===== src/rtl/usb3_tx_replay_fifo.sv =====
// usb3_tx_replay_fifo
//   Buffers 32-bit link-layer TX words ahead of the scrambler/SKP-insertion
//   stage. One word (or logical idle) is presented per cycle on raw_*. Each
//   word stays in the FIFO until the downstream stage confirms it, which it
//   does STALL_LAT edges after presentation. If it reports a stall instead,
//   the read pointer rewinds and the same word is presented again.
//
// Ports
//   local_clk, reset_n        clock, synchronous active-low reset
//   enable                    link TX enabled (low: idle out, replay frozen)
//   flush                     synchronous clear of FIFO and replay state
//   in_data/in_datak/in_eop   incoming word, K flags, end-of-packet marker
//   in_valid/in_ready         write handshake
//   raw_data/raw_datak        presented word to the scrambler
//   raw_active                1 = real word, 0 = idle fill
//   raw_stall                 word presented STALL_LAT edges ago not consumed
//   fifo_level                words accepted but not yet released
//   err_underrun              1-cycle pulse: idle presented inside a packet
//
// Optional feature (macro USB3_TX_REPLAY_STATS_EN):
//   stat_replays              saturating count of replay events
//   stat_hiwater              highest fifo_level seen
//   Both clear on reset or flush.

module usb3_tx_replay_fifo #(
  parameter int DEPTH_LOG2 = 3,
  parameter int STALL_LAT  = 2
) (
  input  logic                  local_clk,
  input  logic                  reset_n,
  input  logic                  enable,
  input  logic                  flush,
  input  logic [31:0]           in_data,
  input  logic [3:0]            in_datak,
  input  logic                  in_eop,
  input  logic                  in_valid,
  output logic                  in_ready,
  output logic [31:0]           raw_data,
  output logic [3:0]            raw_datak,
  output logic                  raw_active,
  input  logic                  raw_stall,
  output logic [DEPTH_LOG2:0]   fifo_level,
  output logic                  err_underrun
`ifdef USB3_TX_REPLAY_STATS_EN
  ,
  output logic [15:0]           stat_replays,
  output logic [DEPTH_LOG2:0]   stat_hiwater
`endif
);

  localparam int DEPTH = 2 ** DEPTH_LOG2;
  localparam int PW    = DEPTH_LOG2 + 1;

  typedef struct packed {
    logic [31:0] data;
    logic [3:0]  k;
    logic        eop;
  } entry_t;

  typedef struct packed {
    logic          active;
    logic [PW-1:0] ptr;
  } hist_t;

  entry_t        mem [DEPTH];
  hist_t         hist_q [STALL_LAT];
  logic [PW-1:0] wr_q, rd_q, cm_q;
  logic          run_q;
  logic          in_pkt_q;
  logic          gap_reported_q;

  hist_t         oldest;
  logic          full, write_en;
  logic          do_replay, do_release, present;
  logic [PW-1:0] sel_ptr;
  entry_t        rd_word;

  // Pointers are one bit wider than the address so full and empty differ.
  assign fifo_level = wr_q - cm_q;
  assign full       = (fifo_level == PW'(DEPTH));
  assign in_ready   = reset_n & run_q & ~full;
  assign write_en   = in_valid & in_ready & ~flush;
  assign oldest     = hist_q[STALL_LAT-1];

  // The oldest history entry is the word whose stall answer arrives now.
  // A replay re-presents that word in place of whatever rd points at.
  always_comb begin
    do_replay  = 1'b0;
    do_release = 1'b0;
    present    = 1'b0;
    sel_ptr    = rd_q;
    if (enable) begin
      do_replay  = raw_stall & oldest.active;
      do_release = ~raw_stall & oldest.active;
      sel_ptr    = do_replay ? oldest.ptr : rd_q;
      present    = do_replay | (rd_q != wr_q);
    end
    rd_word = mem[sel_ptr[DEPTH_LOG2-1:0]];
  end

  // Storage is not reset; stale contents are unreachable once pointers clear.
  always_ff @(posedge local_clk) begin
    if (write_en)
      mem[wr_q[DEPTH_LOG2-1:0]] <= {in_data, in_datak, in_eop};
  end

  always_ff @(posedge local_clk) begin
    if (!reset_n || flush) begin
      run_q          <= reset_n;
      wr_q           <= '0;
      rd_q           <= '0;
      cm_q           <= '0;
      in_pkt_q       <= 1'b0;
      gap_reported_q <= 1'b0;
      raw_data       <= '0;
      raw_datak      <= '0;
      raw_active     <= 1'b0;
      err_underrun   <= 1'b0;
      for (int i = 0; i < STALL_LAT; i++)
        hist_q[i] <= '0;
    end else begin
      run_q <= 1'b1;
      if (write_en)
        wr_q <= wr_q + PW'(1);
      if (enable) begin
        if (present)
          rd_q <= sel_ptr + PW'(1);
        if (do_release)
          cm_q <= oldest.ptr + PW'(1);
        // A replay discards every younger in-flight word; the replayed word
        // itself becomes the newest history entry.
        for (int i = 1; i < STALL_LAT; i++)
          hist_q[i] <= do_replay ? '0 : hist_q[i-1];
        hist_q[0] <= {present, sel_ptr};
        if (present) begin
          raw_data       <= rd_word.data;
          raw_datak      <= rd_word.k;
          raw_active     <= 1'b1;
          in_pkt_q       <= ~rd_word.eop;
          gap_reported_q <= 1'b0;
          err_underrun   <= 1'b0;
        end else begin
          raw_data       <= '0;
          raw_datak      <= '0;
          raw_active     <= 1'b0;
          // Report only the first idle of a gap inside a packet.
          err_underrun   <= in_pkt_q & ~gap_reported_q;
          if (in_pkt_q)
            gap_reported_q <= 1'b1;
        end
      end else begin
        raw_data     <= '0;
        raw_datak    <= '0;
        raw_active   <= 1'b0;
        err_underrun <= 1'b0;
      end
    end
  end

`ifdef USB3_TX_REPLAY_STATS_EN
  // Replay counter saturates; high-water mark tracks the registered level.
  always_ff @(posedge local_clk) begin
    if (!reset_n || flush) begin
      stat_replays <= '0;
      stat_hiwater <= '0;
    end else begin
      if (do_replay && stat_replays != 16'hFFFF)
        stat_replays <= stat_replays + 16'd1;
      if (fifo_level > stat_hiwater)
        stat_hiwater <= fifo_level;
    end
  end
`endif

endmodule

===== config.mk =====
export PLATFORM = sky130hd
export DESIGN_NAME = usb3_tx_replay_fifo
export DESIGN_NICKNAME = d
export VERILOG_FILES = /design/src/rtl/usb3_tx_replay_fifo.sv
export SDC_FILE = /design/constraint.sdc
export NUM_CORES = 1
export LEC_CHECK = 0
export ABC_AREA = 1
export CAP_MARGIN = 20
export CORE_ASPECT_RATIO = 1.1
export CORE_MARGIN = 4
export CORE_UTILIZATION = 45
export DETAILED_ROUTE_END_ITERATION = 16
export PLACE_DENSITY = 0.67
export SYNTH_ARGS = -nofsm -noshare
export SYNTH_HDL_FRONTEND = slang
export SYNTH_SLANG_ARGS = --single-unit

===== constraint.sdc =====
create_clock -name local_clk -period 5.9 [get_ports local_clk]
set_input_delay 0.885 -clock local_clk [delete_from_list [all_inputs] [get_ports local_clk]]
set_output_delay 0.885 -clock local_clk [all_outputs]
set_load 0.01 [all_outputs]

==> reports/metrics.yaml <==
start_util: 0.457
ir_worst_vdd_uv: 175
cts_buffers: 37
wirelength_microns: 30100
vias_per_cell: 4.99
dp.cells: 1735
start_kind: "flop"
hold_path.class: "reg2reg"
clk_latency_ns: 0.52
grt_max_degree: 186
cp.arrival_ns: 3.10
vias: 8998
drive_gt1_frac: 0.0637
fillers: 2657
rr_worst_depth: 10
ios: 86
maxCapViolations: 0
rsz0062_at_grt: "false"
final.setup.worst_slack_ns: 1.91
yosysSeqAreaShare: 0.713
overflow: 0
synth.top_cell.area_share: 0.639
powerDensity_mw_per_mm2: 315
setup_viol: 0
critPathMaxFanout: 8
fmax_ghz: 0.251
grt_pass1_wl_microns: 47400
core_sq_mm: 0.0315
clock_skew_ns: 0.0180
root_buffer: "clkbuf_16"
pre_cts_ws_ns: 2.10
path_clk_slew_ns: 0.06
syn_to_final_growth_pct: 16.5
leakage_nw: 6.31
nets: 1405
hold_viol_final: 0
clkSinkCount: 359
relSlewSlack: 0.277
hold_path_depth: 1
ys_types: 30
synth_common_cells: "edfxtp_1 (306), nor2_1 (240), nand2_1 (180), inv_1 (141), o21ai_0 (104)"
ys_seq_elements: 359
yosysWarnings: 0
cts_max_level: 2
fin_tns_setup_ns: 0
drtAntennaViolNets: 0
cts_resized: 0
timing.hold.ws_ns: 0.444
synth_cells: 1280
first_global_vias: 8854
first_pass_iters: 5
synthArstFlopShare: 0
die_w_microns: 178
cts_tree: "built"
synth.area.top_cells: "edfxtp_1 (64%), dfxtp_1 (7.4%), nor2_1 (6.3%)"
outcome: "finished clean"
period_share: 0.676
stdcell_count: 1804
worstSetupPathType: "reg2out"
syn_area_per_cell_sq_um: 11.2
syn_area_sq_mm: 0.0144
ys.flop_type: "edfxtp_1"
synth_fp_nets: 1330
post_cts_buffers: 0
fp.dieH_microns: 196
worst_setup_path_end_kind: "primary output"
gp_congestion: 0.828
wl_per_cell_microns: 16.7
crit_required_ns: 5.02
antenna_found_initial: 2
rows: 68
period_minus_slack_ns: 3.99
synth_most_common_cell: "edfxtp_1"
tightest_slew_ns: 1.08
track_usage: 0.171
drt_iter0_drc: 705
slew_viol_final: 0
dieArea_sq_mm: 0.0349
clk_path_buf_depth: 3
ctsHoldBuffers: 0
place_hpwl_microns: 15700
yosys.area.top_type: "edfxtp_1"
synth-edff-count: 306
io_buffers: 85
drc_errors: 0
-- placed cells by master (no fill, tap or decap), drive strengths merged, types with 3 or more instances in the layout --
master and n:
a21oi 10, buf 15, clkbuf 49, clkdlybuf4s50 85, clkinv 11, clkinvlp 3
dfxtp 53, edfxtp 306, ha 6, inv 144, nand2 182, nand3 51
nand4 4, nor2 241, nor3 6, nor4 6, o21ai 194, xor2 8
-- cells by family after synthesis --
| kind of cell | after synthesis | share of synthesized area |
|---|---|---|
| AND/OR/NAND/NOR | 492 | 0.137 |
| XOR/XNOR | 10 | 0.00609 |
| AO/OA/AOI/OAI | 205 | 0.0723 |
| buffers and inverters | 207 | 0.0652 |
| adder cells (fa/ha/maj) | 7 | 0.00661 |
| flip-flops | 359 | 0.713 |
-- metrics by stage --
step | instance area [sq um] | power, mW | util
floorplan | 14400 | 2.97 | -
global placement | 15500 | 3.07 | 0.494
detailed placement | 15500 | 3.07 | 0.494
CTS | 16700 | 5.31 | 0.531
global route | 16800 | 5.45 | 0.532
finish | 16800 | 5.27 | 0.532
-- path summary, 6_finish.rpt --
kind | from | slack [ns] | endpoint
max | wr_q[0]$_SDFFE_PP0P_ | 1.91 | in_ready
min | gap_reported_q$_SDFFE_PP0P_ | 0.44 | err_underrun$_SDFF_PP0_
max reg2reg | wr_q[0]$_SDFFE_PP0P_ | 2.10 | mem[5][32]$_DFFE_PP_
min reg2reg | gap_reported_q$_SDFFE_PP0P_ | 0.44 | err_underrun$_SDFF_PP0_
-- worst max-delay path: stages (launching register included) --
cell and delay (ns):
dfxtp_1 0.54, inv_2 0.17, ha_1 0.23, inv_1 0.08
fa_1 0.43, or2_2 0.30, nor2_1 0.11, nand3_1 0.14
nand2_1 0.09, inv_1 0.04, clkdlybuf4s50_1 0.46
-- metal layers --
metal  global-route usage  vias to the layer above  wire [microns]
li1                     -                     4427               -
met1                0.225                     4295           13000
met2                0.290                      217           14800
met3               0.0331                       57            1610
met4               0.0486                        2             670
met5                    0                        -              13
-- final cells by class --
cell class | instances | area (sq um) | share of cell area
Tap cell | 420 | 526 | 0.0314
Clock inverter | 17 | 143 | 0.00851
Inverter | 143 | 537 | 0.0320
Timing Repair Buffer | 100 | 983 | 0.0587
Clock buffer | 49 | 1030 | 0.0617
Sequential cell | 359 | 10200 | 0.612
Multi-Input combinational cell | 714 | 3280 | 0.196
Antenna cell | 2 | 5.00 | 0.000299
-- report_power, final --
part | total, mW | switching (mW) | internal (mW)
clock | 2.25 | 0.930 | 1.32
combinational | 0.246 | 0.161 | 0.0860
sequential | 2.77 | 0.00765 | 2.77
-- registers in the layout, summed over array words and instances, names as in the netlist --
signal          count
rd_q                4
in_pkt_q            1
raw_active          1
gap_reported_q      1
wr_q                4
raw_data           32
raw_datak           4
hist_q             10
err_underrun        1
run_q               1
cm_q                4
mem               296
Note: power is estimated with default switching activity, not from simulation.
